File: src/rtl/jam_solver_param.sv
// Exhaustive N-worker x N-job assignment solver: walks all permutations in lexicographic order.
// Optional macro JAM_BEST_PERM_EN adds the BestPerm output (lexicographically first optimum).
module jam_solver_param #(
    parameter  int N    = 8,
    parameter  int CW   = 7,
    parameter  int MC_W = 16,
    localparam int IW   = (N <= 2) ? 1 : $clog2(N),
    localparam int TW   = CW + IW
) (
    input  logic            CLK,
    input  logic            RST_N,
    input  logic            Start,
    input  logic [CW-1:0]   Cost,
    output logic [IW-1:0]   W,
    output logic [IW-1:0]   J,
    output logic            Busy,
    output logic            Valid,
    output logic [TW-1:0]   MinCost,
    output logic [MC_W-1:0] MatchCount
`ifdef JAM_BEST_PERM_EN
    ,
    output logic [N*IW-1:0] BestPerm
`endif
);

    typedef enum logic [1:0] {S_IDLE, S_FETCH, S_UPDATE, S_DONE} state_t;

    state_t          state, state_nx;
    logic [IW-1:0]   idx;
    logic [IW-1:0]   idx_nx;
    logic [TW-1:0]   acc;
    logic [IW-1:0]   perm    [N];
    logic [IW-1:0]   perm_nx [N];
    logic [IW-1:0]   swp     [N];
    logic            perm_last;
    logic            start_acc;
    logic            last_fetch;
    int              pivot;
    int              succ;

    function automatic logic [MC_W-1:0] sat_inc(input logic [MC_W-1:0] v);
        return (&v) ? v : v + MC_W'(1);
    endfunction

    // Busy is low only in IDLE or in DONE once the result is published
    assign start_acc  = Start && !Busy;
    assign last_fetch = (idx == IW'(N - 1));
    assign idx_nx     = idx + IW'(1);

    // Next lexicographic permutation: pivot, swap with rightmost larger, reverse suffix
    always_comb begin
        perm_last = 1'b1;
        pivot     = 0;
        succ      = 0;
        for (int i = 0; i < N - 1; i++) begin
            if (perm[i] < perm[i+1]) begin
                pivot     = i;
                perm_last = 1'b0;
            end
        end
        for (int k = 0; k < N; k++) begin
            if (k > pivot && perm[k] > perm[pivot]) succ = k;
        end
        swp         = perm;
        swp[pivot]  = perm[succ];
        swp[succ]   = perm[pivot];
        perm_nx     = swp;
        for (int k = 0; k < N; k++) begin
            if (k > pivot) perm_nx[k] = swp[N + pivot - k];
        end
    end

    always_ff @(posedge CLK or negedge RST_N) begin
        if (!RST_N) state <= S_IDLE;
        else        state <= state_nx;
    end

    always_comb begin
        state_nx = state;
        case (state)
            S_IDLE:   if (start_acc) state_nx = S_FETCH;
            S_FETCH:  if (last_fetch) state_nx = S_UPDATE;
            S_UPDATE: state_nx = perm_last ? S_DONE : S_FETCH;
            S_DONE:   if (start_acc) state_nx = S_FETCH;
            default:  state_nx = S_IDLE;
        endcase
    end

`ifdef JAM_BEST_PERM_EN
    logic [IW-1:0] best [N];
    for (genvar g = 0; g < N; g++) begin : g_best
        assign BestPerm[g*IW +: IW] = best[g];
    end
`endif

    always_ff @(posedge CLK or negedge RST_N) begin
        if (!RST_N) begin
            idx        <= '0;
            W          <= '0;
            J          <= '0;
            Busy       <= 1'b0;
            Valid      <= 1'b0;
            MinCost    <= '1;
            MatchCount <= '0;
            acc        <= '0;
            for (int i = 0; i < N; i++) perm[i] <= IW'(i);
`ifdef JAM_BEST_PERM_EN
            for (int i = 0; i < N; i++) best[i] <= IW'(i);
`endif
        end else if (start_acc) begin
            idx        <= '0;
            W          <= '0;
            J          <= '0;
            Busy       <= 1'b1;
            Valid      <= 1'b0;
            MinCost    <= '1;
            MatchCount <= '0;
            acc        <= '0;
            for (int i = 0; i < N; i++) perm[i] <= IW'(i);
`ifdef JAM_BEST_PERM_EN
            for (int i = 0; i < N; i++) best[i] <= IW'(i);
`endif
        end else begin
            case (state)
                S_FETCH: begin
                    acc <= acc + TW'(Cost);
                    if (!last_fetch) begin
                        idx <= idx_nx;
                        W   <= idx_nx;
                        J   <= perm[idx_nx];
                    end
                end
                S_UPDATE: begin
                    if (acc < MinCost) begin
                        MinCost    <= acc;
                        MatchCount <= MC_W'(1);
`ifdef JAM_BEST_PERM_EN
                        best       <= perm;
`endif
                    end else if (acc == MinCost) begin
                        MatchCount <= sat_inc(MatchCount);
                    end
                    acc <= '0;
                    if (!perm_last) begin
                        perm <= perm_nx;
                        idx  <= '0;
                        W    <= '0;
                        J    <= perm_nx[0];
                    end
                end
                S_DONE: begin
                    Valid <= 1'b1;
                    Busy  <= 1'b0;
                end
                default: ;
            endcase
        end
    end

endmodule

File: config.mk
export PLATFORM = sky130hd
export DESIGN_NAME = jam_solver_param
export DESIGN_NICKNAME = d
export VERILOG_FILES = /design/src/rtl/jam_solver_param.sv
export SDC_FILE = /design/constraint.sdc
export NUM_CORES = 1
export LEC_CHECK = 0
export CAP_MARGIN = 30
export CELL_PAD_IN_SITES_DETAIL_PLACEMENT = 1
export CELL_PAD_IN_SITES_GLOBAL_PLACEMENT = 1
export CORE_ASPECT_RATIO = 0.75
export CORE_MARGIN = 2
export CORE_UTILIZATION = 46
export CTS_CLUSTER_DIAMETER = 120
export DETAILED_ROUTE_END_ITERATION = 12
export HOLD_SLACK_MARGIN = 0.12
export PLACE_DENSITY_LB_ADDON = 0.3
export SYNTH_ARGS = -nofsm -noshare
export SYNTH_HDL_FRONTEND = slang
export SYNTH_SLANG_ARGS = --single-unit
File: constraint.sdc
create_clock -name CLK -period 8.3 [get_ports CLK]
set_input_delay 2.075 -clock CLK [delete_from_list [all_inputs] [get_ports CLK]]
set_output_delay 2.075 -clock CLK [all_outputs]
set_load 0.02 [all_outputs]
==> reports/summary.json, run 1 <==
{
  "rsz_0062_raised_after_global_routing": "false",
  "post_cts_hold_buffer_count": 0,
  "die_area_mm2": 0.0177,
  "most_common_flop_cell_mapped_by_yosys": "sky130_fd_sc_hd__dfrtp_1",
  "timing.final.crit_period_ns": 7.97,
  "type_of_the_worst_setup_path": "flop to flop",
  "grt-ovfl-total": 0,
  "path_max_fanout": 35,
  "clk_pin_slew_ns": 0.06,
  "cts_htree_levels": 3,
  "detailed_place_hpwl_mm": 25.2,
  "preCtsSetupSlack_ns": 0.457,
  "timing.hold.worst.class": "flop to flop",
  "clockRootBuffer": "sky130_fd_sc_hd__clkbuf_16",
  "final_min_period_over_clock_period": 0.960,
  "floorplan.initialDensity": 0.474,
  "synth_cells": 968,
  "num-nets-final": 1073,
  "total_via_count_after_detailed_routing": 8710,
  "drt_iter0_markers": 1258,
  "syn_area_per_cell_um2": 7.92,
  "numClockSinks": 70,
  "area_growth_syn_to_layout_pct": 14.4,
  "largest_net_degree_at_the_start_of_global_routing": 71,
  "ys_warnings": 0,
  "grt_pass1_vias": 8627,
  "gp_routability_congestion": 1.03,
  "yosysUniqueCellTypes": 93,
  "filler_cell_count": 1993,
  "final_max_slew_viol_count": 0,
  "detail_route.wl_per_cell_um": 28.0,
  "worst_slack_ns": 0.333,
  "max_slew_margin": 0.286,
  "detail_route.drc_violations": 0,
  "synth_enable_flop_cells": 0,
  "worst_margin_pin_slew_ns": 1.07,
  "async_reset_ff_frac": 1.00,
  "netlist.top_cell.by_area": "sky130_fd_sc_hd__dfrtp_1",
  "setup_total_negative_slack_ns": 0,
  "portion_of_the_post_synthesis_area_used_by_sequential_elements": 0.232,
  "core-area_mm2": 0.0162,
  "drive_above_1_share": 0.132,
  "cp_data_required_time_ns": 8.55,
  "yosys-top-cells-area": "sky130_fd_sc_hd__dfrtp_1 (16%), sky130_fd_sc_hd__ha_1 (9.8%), sky130_fd_sc_hd__dfstp_2 (7.5%), sky130_fd_sc_hd__nor2_1 (5.2%), sky130_fd_sc_hd__o21ai_0 (4.8%)",
  "cap_violations": 0,
  "final.setup_skew_ns": 0.0136,
  "dieWidth_um": 153,
  "clock_tree_from_tritoncts": "yes",
  "grt_antenna_before_repair": 1,
  "ff2ff_path_depth": 25,
  "drt_wl_total_mm": 34.1,
  "critical-path-max-stage-delay_ns": 0.69,
  "mappedNetlistNets": 1039,
  "number_of_i_o_port_buffers": 43,
  "crit_path_start_kind": "flop",
  "io_pins": 44,
  "drt-pass1-iter-count": 7,
  "drtAntennaViolNets": 0,
  "worst_path_slowest_cell": "sky130_fd_sc_hd__dfstp_2",
  "mappedNetlistArea_mm2": 0.00767,
  "fmax_ghz": 0.126,
  "insertion_delay_ns": 0.35,
  "numCtsBuffers": 9,
  "setup_viol": 0,
  "cts_max_path_buffers": 2,
  "timing.hold.worst_path_depth": 2,
  "finalHoldViolCount": 0,
  "grt_use_total": 0.385,
  "placementRows": 40,
  "chipHeight_um": 116,
  "seq_cells_post_synth": 70,
  "synth_top_cell_area_share": 0.157,
  "vias_per_cell": 7.15,
  "endpoint_kind": "flop",
  "run_status": "finished, final reports clean",
  "first_pass_grt_wire_length_mm": 52.0,
  "wp_data_arrival_ns": 8.22
}
## registers in the layout, indices dropped and copies added (netlist names)
register,flops
Valid,1
Busy,1
perm,24
MinCost,10
J,3
state,2
acc,10
idx,3
MatchCount,16
## kinds of logic after synthesis
kind of cell             after synthesis  synth area share
AO/OA/AOI/OAI                        339             0.312
AND/OR/NAND/NOR                      326             0.206
buffers and inverters                112            0.0579
flip-flops                            70             0.232
adder cells (fa/ha/maj)               61             0.101
multiplexers                          45            0.0746
XOR/XNOR                              15            0.0171
## synth_stat cells, drive strengths merged, types with 26 or more instances
| master | n |
|---|---|
| nor3 | 26 |
| inv | 55 |
| nor2 | 106 |
| dfrtp | 48 |
| ha | 60 |
| o21ai | 80 |
| clkbuf | 42 |
| nand3 | 28 |
| a21oi | 67 |
| o211ai | 31 |
| mux2i | 32 |
| nand2 | 86 |
## critical path: cells and delay by family, from the launching register on
kind                       cells  cell delay (ns)
AOI/OAI and AO/OA             13             4.04
adders and majority gates      2             0.80
buffers and inverters          5             1.41
DFF                            1             0.69
and+or+nand+nor                5             0.87
## timing repair
item                                   4_1_cts  5_1_grt
setup buffers                                0        2
endpoints found under the hold margin        0        0
resized for setup                            0        3
setup endpoints to repair                    0        7
## routing by layer
layer,up-vias,global-route usage,part of all wire
met1,4237,0.552,0.44
met5,-,0,0
met4,0,0.122,0.030
met2,636,0.526,0.39
met3,99,0.155,0.15
li1,3738,-,-
## worst paths after layout
kind | endpoint | start | slack [ns]
min in group asynchronous | acc[5] | RST_N | 1.54
min | MinCost[5] | MinCost[5] | 0.52
max in group asynchronous | MinCost[7] | RST_N | 6.16
max reg2reg | perm[4] | perm[4] | 0.33
max | perm[4] | perm[4] | 0.33
min reg2reg | MinCost[5] | MinCost[5] | 0.52
## layout by cell type, fill, tap and decap left out, types with 23 or more instances in the layout
cell type | synthesis | routed
sky130_fd_sc_hd__o211ai_1 | 29 | 29
sky130_fd_sc_hd__nor2_1 | 106 | 106
sky130_fd_sc_hd__nor3_1 | 23 | 23
sky130_fd_sc_hd__clkdlybuf4s50_1 | 0 | 42
sky130_fd_sc_hd__mux2i_1 | 32 | 32
sky130_fd_sc_hd__inv_1 | 54 | 54
sky130_fd_sc_hd__ha_1 | 60 | 60
sky130_fd_sc_hd__o21ai_0 | 74 | 74
sky130_fd_sc_hd__dfrtp_1 | 48 | 48
sky130_fd_sc_hd__nand2_1 | 85 | 85
sky130_fd_sc_hd__buf_4 | 2 | 33
sky130_fd_sc_hd__a21oi_1 | 61 | 60
sky130_fd_sc_hd__nand3_1 | 26 | 25
## stage by stage
step           utilization  instances  cell area (µm²)  hold WS, ns
2_1_floorplan            -        968             7670        0.508
3_3_place_gp         0.517       1195             8360        0.499
3_5_place_dp         0.518       1196             8370        0.511
4_1_cts              0.538       1212             8700        0.522
5_1_grt              0.543       1217             8770        0.543
6_report             0.543       1218             8770        0.519
## final cells by class
cell class                 count  area (µm²)  share of cell area
multi-input combinational    786        5460               0.623
inverter                      57         216              0.0247
timing repair buffer          78         716              0.0816
sequential                    70        1780               0.203
antenna                        1        2.50            0.000285
clock inverter                 6        93.8              0.0107
clock buffer                  10         239              0.0272
tap                          210         263              0.0299
Power of run 1 is left out: the tool's default activity adds up to more than one toggle a clock period on the data nets, which glitch-free logic cannot reach.
==> run 2, diff against run 1 <==
MAX_ROUTING_LAYER = met4   (was default)
==> run 2 against run 1 <==
Against the previous run:
- worst setup slack about the same
- non-clock buffer count shrank 2
- routed wire length rose by 1.1%
- core utilization decreased by 0.35 points
- sequential share of layout area is 0.13 points higher
- cell area shrank 0.64%
- first-iteration DRC count shrank 2.9%
- critical path type unchanged
==> reports/summary.json, run 2 (synthesis results as in run 1) <==
{
  "run_status": "finished, final reports clean",
  "grt_use_total": 0.404,
  "drive_above_1_share": 0.127,
  "worst_margin_pin_slew_ns": 1.02,
  "clockRootBuffer": "sky130_fd_sc_hd__clkbuf_16",
  "num-nets-final": 1071,
  "setup_viol": 0,
  "hold_end": "Valid",
  "final_min_period_over_clock_period": 0.960,
  "drt_wl_total_mm": 34.5,
  "r2r-start": "perm[4]",
  "timing.hold.worst.class": "flop to flop",
  "rsz_0062_raised_after_global_routing": "false",
  "clk_pin_slew_ns": 0.06,
  "drt_iter0_markers": 1222,
  "ff2ff_path_depth": 22,
  "fmax_ghz": 0.126,
  "filler_cell_count": 1966,
  "timing.rr.end": "perm[13]",
  "final_common_cell": "sky130_fd_sc_hd__nor2_1",
  "reg_top3": "perm x24, MatchCount x16",
  "regMostFlops": "perm",
  "grt_antenna_before_repair": 1,
  "final.setup_skew_ns": 0.00718,
  "grt_pass1_vias": 8647,
  "detail_route.wl_per_cell_um": 28.4,
  "timing.hold.worst_path_depth": 2,
  "insertion_delay_ns": 0.34,
  "grt-ovfl-total": 0,
  "cap_violations": 0,
  "die_area_mm2": 0.0177,
  "first_pass_grt_wire_length_mm": 53.2,
  "largest_net_degree_at_the_start_of_global_routing": 71,
  "drtAntennaViolNets": 0,
  "cts_post_setup_buffers_inserted": 0,
  "max_slew_margin": 0.309,
  "ff2ff_setup_slack_ns": 0.33,
  "mostFrequentLayoutCells": "sky130_fd_sc_hd__nor2_1 (106), sky130_fd_sc_hd__nand2_1 (85), sky130_fd_sc_hd__o21ai_0 (74)",
  "total_via_count_after_detailed_routing": 8707,
  "finalHoldViolCount": 0,
  "path_max_fanout": 41,
  "numCtsBuffers": 9,
  "core-area_mm2": 0.0162,
  "multi_input_comb_area_mm2": 0.00546,
  "setup_total_negative_slack_ns": 0,
  "timing.final.crit_period_ns": 7.97,
  "detailed_place_hpwl_mm": 25.5,
  "layout.area.seq_mm2": 0.00178,
  "post_cts_hold_buffer_count": 0,
  "type_of_the_worst_setup_path": "flop to flop",
  "floorplan.initialDensity": 0.474,
  "detail_route.drc_violations": 0,
  "vias_per_cell": 7.16,
  "cts_max_path_buffers": 2,
  "drt-pass1-iter-count": 5,
  "number_of_i_o_port_buffers": 43,
  "clock_tree_from_tritoncts": "yes",
  "numClockSinks": 70,
  "wp_data_arrival_ns": 8.20,
  "final_max_slew_viol_count": 0,
  "largest_register_ff_count": 24,
  "crit_path_start_kind": "flop",
  "worst_hold_startpoint": "Valid",
  "area_growth_syn_to_layout_pct": 13.7,
  "io_pins": 44,
  "cp_data_required_time_ns": 8.54,
  "placementRows": 40,
  "chipHeight_um": 116,
  "dieWidth_um": 153,
  "cts_htree_levels": 3,
  "cts-resized-gates": 0,
  "gp_routability_congestion": 1.05,
  "endpoint_kind": "flop"
}
==> run 2: changes by cell type in the layout (fill, tap and decap cells not counted), sizes merged <==
cell	delta
buf	-2
bufinv	-1
clkinv	-2
clkinvlp	+2
inv	+1
==> run 2: worst max path at each step <==
stage / start / to
4_1_cts: perm[4] / perm[13]
5_1_grt: perm[4] / perm[13]
3_3_place_gp: perm[4] / perm[13]
2_1_floorplan: perm[4] / perm[14]
6_report: perm[4] / perm[13]
3_5_place_dp: perm[4] / perm[13]
==> run 2: layout make-up <==
type,count,area share
multi-input cells,786,0.627
flip-flops and latches,70,0.204
repair buffers,76,0.0798
well taps,210,0.0301
clock buffers,10,0.0263
inverters,57,0.0248
clock inverters,6,0.00804
diodes,1,0.000287
==> run 2: critical path, cell delays in order (launching register included) <==
cell,delay (ns)
sky130_fd_sc_hd__dfstp_2,0.68
sky130_fd_sc_hd__clkinv_1,0.39
sky130_fd_sc_hd__ha_1,0.44
sky130_fd_sc_hd__a31o_1,0.47
sky130_fd_sc_hd__o211ai_2,0.34
sky130_fd_sc_hd__nand2_4,0.18
sky130_fd_sc_hd__buf_4,0.45
sky130_fd_sc_hd__nand2_1,0.10
sky130_fd_sc_hd__a311o_1,0.35
sky130_fd_sc_hd__o21ai_0,0.11
sky130_fd_sc_hd__inv_1,0.27
sky130_fd_sc_hd__ha_1,0.42
sky130_fd_sc_hd__nand2_1,0.11
sky130_fd_sc_hd__a2111oi_0,0.44
sky130_fd_sc_hd__a311oi_1,0.12
sky130_fd_sc_hd__a311oi_1,0.37
sky130_fd_sc_hd__a21oi_2,0.19
sky130_fd_sc_hd__a211oi_4,0.41
sky130_fd_sc_hd__nand4_1,0.64
sky130_fd_sc_hd__a21o_1,0.38
sky130_fd_sc_hd__mux4_2,0.49
sky130_fd_sc_hd__mux2i_1,0.17
sky130_fd_sc_hd__a2bb2oi_1,0.30
==> run 2: per-layer routing <==
layer | wire, µm | up-vias | track usage
met4 | 903 | 0 | 0.120
met5 | 0 | - | -
met1 | 15100 | 4272 | 0.562
li1 | - | 3731 | -
met2 | 13600 | 621 | 0.533
met3 | 4910 | 83 | 0.159
==> run 2: metrics by stage <==
step                      instances  utilization  cell area, µm²  setup WS (ns)  hold slack [ns]
after floorplan                 968            -            7670           2.04            0.508
after global placement         1198        0.518            8380          0.722            0.500
after detailed placement       1198        0.518            8380          0.669            0.509
after CTS                      1214        0.537            8680          0.648            0.522
after global routing           1216        0.539            8720        0.00929            0.552
final                          1216        0.539            8720          0.333            0.517
Power of run 2 is left out for the same reason.
